`src/rtl/psum_writeback_if.sv`:
```
// Handshake/bus bundle between the psum writeback engine, its controller,
// the corelet OFIFO and the psum SRAM.
interface psum_writeback_if #(
    parameter int unsigned COL         = 8,
    parameter int unsigned PSUM_BW     = 16,
    parameter int unsigned PSUM_ADDR_W = 14
);
    localparam int unsigned DW = COL * PSUM_BW;

    logic                   start;
    logic                   abort;
    logic [PSUM_ADDR_W-1:0] base_addr;
    logic [PSUM_ADDR_W-1:0] len;
    logic                   ofifo_valid;
    logic [DW-1:0]          ofifo_dout;
    logic                   ofifo_rd;
    logic                   psum_cen;
    logic                   psum_wen;
    logic [PSUM_ADDR_W-1:0] psum_addr;
    logic [DW-1:0]          psum_d;
    logic                   busy;
    logic                   done;
    logic [PSUM_ADDR_W-1:0] wr_count;

    // Controller / OFIFO / SRAM side
    modport master (
        output start, abort, base_addr, len, ofifo_valid, ofifo_dout,
        input  ofifo_rd, psum_cen, psum_wen, psum_addr, psum_d, busy, done, wr_count
    );

    // Writeback engine side
    modport slave (
        input  start, abort, base_addr, len, ofifo_valid, ofifo_dout,
        output ofifo_rd, psum_cen, psum_wen, psum_addr, psum_d, busy, done, wr_count
    );
endinterface

```
`src/rtl/psum_writeback.sv`:
```
// psum_writeback: drains OFIFO vectors into the psum SRAM at consecutive,
// wrapping addresses starting at base_addr. One vector per cycle while the
// OFIFO has data; each pop is written to SRAM in the following cycle.
module psum_writeback #(
    parameter int unsigned col         = 8,
    parameter int unsigned psum_bw     = 16,
    parameter int unsigned PSUM_DEPTH  = 14112,
    parameter int unsigned PSUM_ADDR_W = $clog2(PSUM_DEPTH)
) (
    input  logic              clk,
    input  logic              reset,
    psum_writeback_if.slave   bus
);
    localparam int unsigned DW = col * psum_bw;
    localparam int unsigned AW = PSUM_ADDR_W;

    typedef enum logic [1:0] {
        S_IDLE      = 2'd0,
        S_DRAIN     = 2'd1,
        S_WAIT_LAST = 2'd2,
        S_DONE      = 2'd3
    } state_t;

    state_t         state_q;
    logic [AW-1:0]  len_q;
    logic [AW-1:0]  issued_q;
    logic [AW-1:0]  wptr_q;
    logic [AW-1:0]  addr_q;
    logic [AW-1:0]  wr_count_q;
    logic           wr_pend_q;
    logic           done_q;
    logic           busy_q;
    logic [DW-1:0]  d_hold_q;

    logic           rd_d;
    logic [AW-1:0]  wptr_d;
    logic           last_rd_d;

    // Pop request: only while draining, data present, reads outstanding, not aborting
    assign rd_d = (state_q == S_DRAIN) & bus.ofifo_valid & (issued_q < len_q) & ~bus.abort;

    // Write pointer advance with wrap at the SRAM depth
    assign wptr_d = (wptr_q == AW'(PSUM_DEPTH - 1)) ? '0 : AW'(wptr_q + 1'b1);

    // This pop is the final one of the transfer
    assign last_rd_d = rd_d & (AW'(issued_q + 1'b1) == len_q);

    // Control FSM, read/write counters and the registered SRAM strobe
    always_ff @(posedge clk or negedge reset) begin
        if (!reset) begin
            state_q    <= S_IDLE;
            len_q      <= '0;
            issued_q   <= '0;
            wptr_q     <= '0;
            addr_q     <= '0;
            wr_count_q <= '0;
            wr_pend_q  <= 1'b0;
            done_q     <= 1'b0;
            busy_q     <= 1'b0;
            d_hold_q   <= '0;
        end else begin
            wr_pend_q <= rd_d;
            done_q    <= 1'b0;

            // OFIFO data arrives in the write cycle; keep it so psum_d holds afterwards
            if (wr_pend_q) begin
                d_hold_q <= bus.ofifo_dout;
            end

            // Each pop schedules one write at the current pointer
            if (rd_d) begin
                issued_q   <= AW'(issued_q + 1'b1);
                addr_q     <= wptr_q;
                wptr_q     <= wptr_d;
                wr_count_q <= AW'(wr_count_q + 1'b1);
            end

            unique case (state_q)
                S_IDLE: begin
                    if (bus.start) begin
                        len_q      <= bus.len;
                        issued_q   <= '0;
                        wptr_q     <= bus.base_addr;
                        wr_count_q <= '0;
                        busy_q     <= 1'b1;
                        if (bus.len == '0) begin
                            state_q <= S_DONE;
                            done_q  <= 1'b1;
                        end else begin
                            state_q <= S_DRAIN;
                        end
                    end
                end
                S_DRAIN: begin
                    if (bus.abort) begin
                        state_q <= S_IDLE;
                        busy_q  <= 1'b0;
                    end else if (last_rd_d) begin
                        state_q <= S_WAIT_LAST;
                    end
                end
                S_WAIT_LAST: begin
                    state_q <= S_DONE;
                    done_q  <= 1'b1;
                end
                S_DONE: begin
                    state_q <= S_IDLE;
                    busy_q  <= 1'b0;
                end
                default: begin
                    state_q <= S_IDLE;
                    busy_q  <= 1'b0;
                end
            endcase
        end
    end

    assign bus.ofifo_rd  = rd_d;
    assign bus.psum_cen  = ~wr_pend_q;
    assign bus.psum_wen  = ~wr_pend_q;
    assign bus.psum_addr = addr_q;
    // Data is only valid from the OFIFO in the write cycle; otherwise hold the last word
    assign bus.psum_d    = wr_pend_q ? bus.ofifo_dout : d_hold_q;
    assign bus.busy      = busy_q;
    assign bus.done      = done_q;
    assign bus.wr_count  = wr_count_q;

endmodule

```
`src/flat_wrapper.sv`:
```
// flat-port wrapper written by rule: the top's interface ports become plain ports
module psum_writeback_flat 
#(
    parameter int unsigned col         = 8,
    parameter int unsigned psum_bw     = 16,
    parameter int unsigned PSUM_DEPTH  = 14112,
    parameter int unsigned PSUM_ADDR_W = $clog2(PSUM_DEPTH)
)
  (clk, reset, bus_start, bus_abort, bus_base_addr, bus_len, bus_ofifo_valid, bus_ofifo_dout, bus_ofifo_rd, bus_psum_cen, bus_psum_wen, bus_psum_addr, bus_psum_d, bus_busy, bus_done, bus_wr_count);
  psum_writeback_if #(.COL((8)), .PSUM_BW((16)), .PSUM_ADDR_W(PSUM_ADDR_W)) bus_i ();
  input  logic clk;
  input  logic reset;
  input wire logic [$bits(bus_i.start)-1:0] bus_start;
  input wire logic [$bits(bus_i.abort)-1:0] bus_abort;
  input wire logic [$bits(bus_i.base_addr)-1:0] bus_base_addr;
  input wire logic [$bits(bus_i.len)-1:0] bus_len;
  input wire logic [$bits(bus_i.ofifo_valid)-1:0] bus_ofifo_valid;
  input wire logic [$bits(bus_i.ofifo_dout)-1:0] bus_ofifo_dout;
  output wire logic [$bits(bus_i.ofifo_rd)-1:0] bus_ofifo_rd;
  output wire logic [$bits(bus_i.psum_cen)-1:0] bus_psum_cen;
  output wire logic [$bits(bus_i.psum_wen)-1:0] bus_psum_wen;
  output wire logic [$bits(bus_i.psum_addr)-1:0] bus_psum_addr;
  output wire logic [$bits(bus_i.psum_d)-1:0] bus_psum_d;
  output wire logic [$bits(bus_i.busy)-1:0] bus_busy;
  output wire logic [$bits(bus_i.done)-1:0] bus_done;
  output wire logic [$bits(bus_i.wr_count)-1:0] bus_wr_count;
  assign bus_i.start = bus_start;
  assign bus_i.abort = bus_abort;
  assign bus_i.base_addr = bus_base_addr;
  assign bus_i.len = bus_len;
  assign bus_i.ofifo_valid = bus_ofifo_valid;
  assign bus_i.ofifo_dout = bus_ofifo_dout;
  assign bus_ofifo_rd = bus_i.ofifo_rd;
  assign bus_psum_cen = bus_i.psum_cen;
  assign bus_psum_wen = bus_i.psum_wen;
  assign bus_psum_addr = bus_i.psum_addr;
  assign bus_psum_d = bus_i.psum_d;
  assign bus_busy = bus_i.busy;
  assign bus_done = bus_i.done;
  assign bus_wr_count = bus_i.wr_count;
  psum_writeback #(.col(col), .psum_bw(psum_bw), .PSUM_DEPTH(PSUM_DEPTH), .PSUM_ADDR_W(PSUM_ADDR_W)) u_core (.clk(clk), .reset(reset), .bus(bus_i));
endmodule
```
`config.mk`:
```
export PLATFORM = sky130hd
export DESIGN_NAME = psum_writeback_flat
export DESIGN_NICKNAME = d
export VERILOG_FILES = /design/src/rtl/psum_writeback_if.sv /design/src/rtl/psum_writeback.sv /design/src/flat_wrapper.sv
export SDC_FILE = /design/constraint.sdc
export NUM_CORES = 1
export LEC_CHECK = 0
export BUFFER_PORTS_ARGS = -buffer_cell sky130_fd_sc_hd__clkbuf_2
export CORE_MARGIN = 5
export CORE_UTILIZATION = 50
export CTS_CLUSTER_DIAMETER = 150
export CTS_CLUSTER_SIZE = 8
export DETAILED_ROUTE_END_ITERATION = 16
export PLACE_DENSITY = 0.8
export SYNTH_ARGS = -nofsm -noshare
export SYNTH_HDL_FRONTEND = slang
export SYNTH_SLANG_ARGS = --single-unit
```
`constraint.sdc`:
```
create_clock -name clk -period 3 [get_ports clk]
set_clock_uncertainty 0.2 [all_clocks]
set_input_delay 0.9 -clock clk [delete_from_list [all_inputs] [get_ports clk]]
set_output_delay 0.9 -clock clk [all_outputs]
set_load 0.02 [all_outputs]
```
* Yosys cells after proc, flatten, opt, wreduce, memory -nomap -nowiden
Index checks and enable logic that the tools add are counted.
** Word-level totals
- Flip-flop bits (word level) :: 203
- Bits in latches :: 0
- RAM bits :: 0
- ROM bits :: 0
- Input port bits :: 161
- Word-level logic and storage cells :: 56
- Memories kept :: 0
** Operators by class
- $add $sub $neg :: 3
- Multipliers :: 0
- Div/mod/pow operators :: 0
- Magnitude comparators :: 1
- Equality and inequality tests :: 8
- Shifts and indexed selects :: 0
- Multiplexer cells :: 22
- Bitwise operators :: 6
- Reduce and logical (&&, ||, !) cells :: 6
** Operators by type and width (count)
- two-way mux 14 bit :: 10
- two-way mux 128 bit :: 1
- adder 14 x 1 -> 14 bit, second input constant :: 3
- equality test 14 bit :: 1
- equality test 14 bit, second input constant :: 1
- logical NOT 14 bit :: 1
- < comparator 14 bit :: 1
- two-way mux 2 bit :: 4
- case mux 2 bit (4 select lines) :: 1
- AND 1 bit :: 4
- equality test 2 bit, second input constant :: 2
- two-way mux 1 bit :: 4
- inequality test 2 bit, second input constant :: 2
- AND reduction 2 bit :: 2
- inequality test 3 x 2 -> 1 bit, second input constant :: 1
- case mux 1 bit (3 select lines) :: 1
- AND reduction 3 bit :: 1
- nonzero test 3 bit :: 1
- equality test 2 x 1 -> 1 bit, second input constant :: 1
- logical NOT 2 bit :: 1
- inverter 1 bit :: 2
- case mux 1 bit (2 select lines) :: 1

* Longest topological paths before layout
- Depth after elaboration :: 8
- Depth in mapped cells :: 10
- Gate-level depth less buffers :: 9

* Least setup slack after synthesis
No wires, ideal clock.
- Path type :: input port to output port
- Start :: input port bus_abort
- End :: output port bus_ofifo_rd
- Arrival time :: 1.858 ns
- Data required time :: 1.900 ns
- Slack :: 0.042 ns
- Cell stages on the path :: 6
- Buffers on the path :: 1
- Path through :: nor2_1 nand4_1 a211oi_4 nand2_1 buf_2 inv_2
** On the way
- Cells in the longest elaborated chain, start to end :: 2
** Ends and longest elaborated chain
- from (decl) :: RTL line flat_wrapper.sv:14 : input wire logic [$bits(bus_i.abort)-1:0] bus_abort;
- inverter 1 bit :: RTL line psum_writeback.sv:40 : assign rd_d = (state_q == S_DRAIN) & bus.ofifo_valid & (issued_q < len_q) & ~bus.abort;
- AND 1 bit :: RTL line psum_writeback.sv:40
- to (decl) :: RTL line flat_wrapper.sv:19 : output wire logic [$bits(bus_i.ofifo_rd)-1:0] bus_ofifo_rd;
Every way passes these cells.

* Worst setup path in the final report
- Start :: register u_core.issued_q[12]
- End :: output port bus_ofifo_rd
** On the way
- Cells in the longest elaborated chain, start to end :: 3
** Ends and longest elaborated chain
- from (decl) :: RTL line psum_writeback.sv:26 : logic [AW-1:0] issued_q;
- from (signal assigned) :: RTL line psum_writeback.sv:72 : issued_q <= AW'(issued_q + 1'b1);
- < comparator 14 bit :: RTL line psum_writeback.sv:40
- AND 1 bit (2 in series) :: RTL line psum_writeback.sv:40
Every way passes these cells.

==> results.py <==
metrics = {
    "floorplanning": {
        "die_y_um": 144,
        "core_um2": 17400,
        "dieWidth_um": 144,
        "num_rows": 48,
        "start_util_pct": 51.3,
        "die-area_um2": 20700,
        "io_pins": 322,
    },
    "place": {
        "place_congestion": 0.840,
        "place_area_um2": 11000,
        "dpl_worst_slack_ps": 48.9,
        "hpwl_um": 18900,
        "portBuffers": 321,
    },
    "synth": {
        "yosys.area.top_type": "dfrtp_1",
        "synth_area_um2": 8940,
        "yosysMostFrequentCell": "dfrtp_1",
        "yosysUniqueCellTypes": 49,
        "yosysWarnings": 0,
        "synth_edf_count": 0,
        "synthTopCellsByArea": "dfrtp_1 57%, mux2_2 17%, xor2_1 2.6%",
        "synthCells": 722,
        "synth_top_area_share_pct": 56.8,
        "ys_top_cells_by_count": "203 x dfrtp_1, 135 x mux2_2, 43 x nand2_1",
        "ys.flop_type": "dfrtp_1",
        "syn-num-nets": 900,
        "synthArstFlopShare_pct": 100,
        "ys_ff_latch": 203,
        "synth-seq-area-share_pct": 56.8,
        "avgSynthCellArea_um2": 12.4,
    },
    "pwr": {
        "power_mw": 12.4,
        "ir_drop_mv": 0.619,
        "powerDensity_nw_per_um2": 1020,
        "p_leak_nw": 5.83,
    },
    "clock_network": {
        "cts.clk_slew.worst_paths_ps": 50,
        "clock_sinks": 203,
        "ctsRootBufferMaster": "clkbuf_16",
        "cts.path.max_buffers": 3,
        "cts_tree": "yes",
        "clock_latency_ps": 520,
        "numCtsBuffers": 29,
        "h-tree-depth": 1,
    },
    "detailed_routing": {
        "wl_per_cell_um": 20.1,
        "drc": 0,
        "drt_wl_total_um": 26400,
        "ant_nets": 0,
        "first_pass_iters": 5,
        "drtIter0Drc": 408,
        "routed_via_density": 5.43,
        "dr_total_vias": 7131,
    },
    "global_routing": {
        "grt_pass1_wl_um": 40400,
        "grt_pass1_vias": 7579,
        "antenna_found_initial": 0,
        "overflow": 0,
        "grt_max_degree": 62,
        "grt.total_usage_pct": 24.8,
    },
    "layout": {
        "n_antenna_cell": 0,
        "fin_area_um2": 12100,
        "final_nets": 1266,
        "layout-drive-gt1-share_pct": 52.4,
        "area_growth_pct": 35.7,
        "multi_input_area_um2": 3780,
        "n_fill_cell": 1267,
        "utilization_pct": 69.6,
        "regArea_um2": 5080,
    },
    "worst_setup_path": {
        "setup.worst_path.class": "reg -> out",
        "required_ps": 1900,
        "r2r_cells": 8,
        "worst_setup_path_end_kind": "output pin",
        "arrival_ps": 1980,
        "cp-start-kind": "flip-flop",
        "critPathMaxFanout": 3,
    },
    "timing": {
        "fin_setup_tns_ps": -78.0,
        "rsz0062_at_grt": "true",
        "min_period_ps": 3080,
        "finalSetupViolCount": 1,
        "slew_headroom_pct": 57.5,
        "tightest_slew_ps": 636,
        "drv_slew": 0,
        "post-route-period-util_pct": 103,
        "fin_ws_ps": -78.0,
        "max_freq_mhz": 325,
        "hold_violations": 0,
    },
    "hold_path": {
        "worstHoldPathType": "in -> async",
    },
    "outcome": {
        "status": "complete, but fails checks",
        "violations": "negative setup slack",
    },
    "run": {
        "maxCapViolCount": 0,
    },
}
## kinds of logic (layout without fill, tap and decap cells)
| group | count (synthesis) | count (layout) | synth area share (%) |
|---|---|---|---|
| and+or+nand+nor | 186 | 186 | 11.4 |
| AOI/OAI and AO/OA | 78 | 78 | 5.22 |
| muxes | 140 | 140 | 17.6 |
| DFF | 203 | 203 | 56.8 |
| buffers and inverters | 57 | 423 | 2.49 |
| adders and majority gates | 17 | 17 | 2.38 |
| xor gates and xnor gates | 41 | 41 | 4.02 |
## path summary, 6_finish.rpt
check                                                     from                             endpoint  slack (ps)
setup / recovery                 u_core.issued_q[12]$_DFF_PN0_                         bus_ofifo_rd         -80
hold / removal                                           reset         u_core.len_q[13]$_DFFE_PN0P_         140
setup reg to reg                 u_core.issued_q[12]$_DFF_PN0_    u_core.bus.wr_count[13]$_DFF_PN0_         310
hold reg to reg            u_core.bus.psum_addr[9]$_DFFE_PN0P_  u_core.bus.psum_addr[9]$_DFFE_PN0P_         280
max in group asynchronous                                reset        u_core.d_hold_q[76]$_DFF_PN0_        1790
min in group clk           u_core.bus.psum_addr[9]$_DFFE_PN0P_  u_core.bus.psum_addr[9]$_DFFE_PN0P_         280
## worst max-delay path: stages (launching register included)
cell	delay [ps]
dfrtp_1	410
ha_4	260
a21oi_1	160
nor2b_1	90
a211oi_4	280
nand2_4	100
inv_4	60
buf_8	100
## layout by cell type (no fill, tap or decap), types with 6 or more instances in the layout
master and count:
a21oi_1 14, a31oi_1 10, and3_1 10, buf_12 6, buf_4 34, clkbuf_16 30, clkbuf_2 316, dfrtp_1 202
ha_1 10, ha_4 7, inv_1 17, inv_2 7, mux2_2 134, nand2_1 41, nand3_1 21, nand4_1 14
nor2_1 42, o21ai_0 33, or3_1 8, or4_1 6, xnor2_1 14, xor2_1 27
## registers in the layout (all words and copies together), names as in the netlist
signal / cells
u_core.bus.wr_count: 14
u_core.len_q: 14
u_core.issued_q: 14
u_core.wr_pend_q: 1
u_core.bus.psum_addr: 14
u_core.bus.done: 1
u_core.wptr_q: 14
u_core.d_hold_q: 128
u_core.state_q: 2
u_core.bus.busy: 1
## metal layers
metal | wire [µm] | track usage, % | vias up | part of all wire [%]
met2 | 13800 | 44.8 | 296 | 52
met5 | 0 | 0 | - | 0
met4 | 943 | 8.57 | 0 | 3.6
li1 | - | - | 3267 | -
met1 | 9700 | 29.4 | 3510 | 37
met3 | 2030 | 5.16 | 58 | 7.7
## area by class of cell
| class | count | share of cell area (%) |
|---|---|---|
| Tap cell | 225 | 2.32 |
| Timing Repair Buffer | 367 | 17.8 |
| Inverter | 25 | 0.794 |
| Multi-Input combinational cell | 462 | 31.1 |
| Sequential cell | 203 | 41.9 |
| Clock inverter | 1 | 0.0619 |
| Clock buffer | 30 | 6.01 |
## where the power goes
group	internal, mW	leakage (nW)	switching, mW
Combinational	2.06	2.99	3.14
Clock	1.68	0.359	1.07
Sequential	3.91	2.47	0.518
## through the flow
stage          hold WS, ps  instances
2_1_floorplan          250        722
3_3_place_gp           268       1260
3_5_place_dp           275       1260
4_1_cts                135       1309
5_1_grt                148       1313
6_report               136       1313
## timing repair
item | in CTS | in global routing
hold buffers | 0 | 0
setup buffers | 16 | 3
gates cloned | 2 | 1
pin swaps | 6 | 4
resized for setup | 30 | 14
setup endpoints to repair | 116 | 41
No activity file was read; power rests on OpenSTA's default activity.
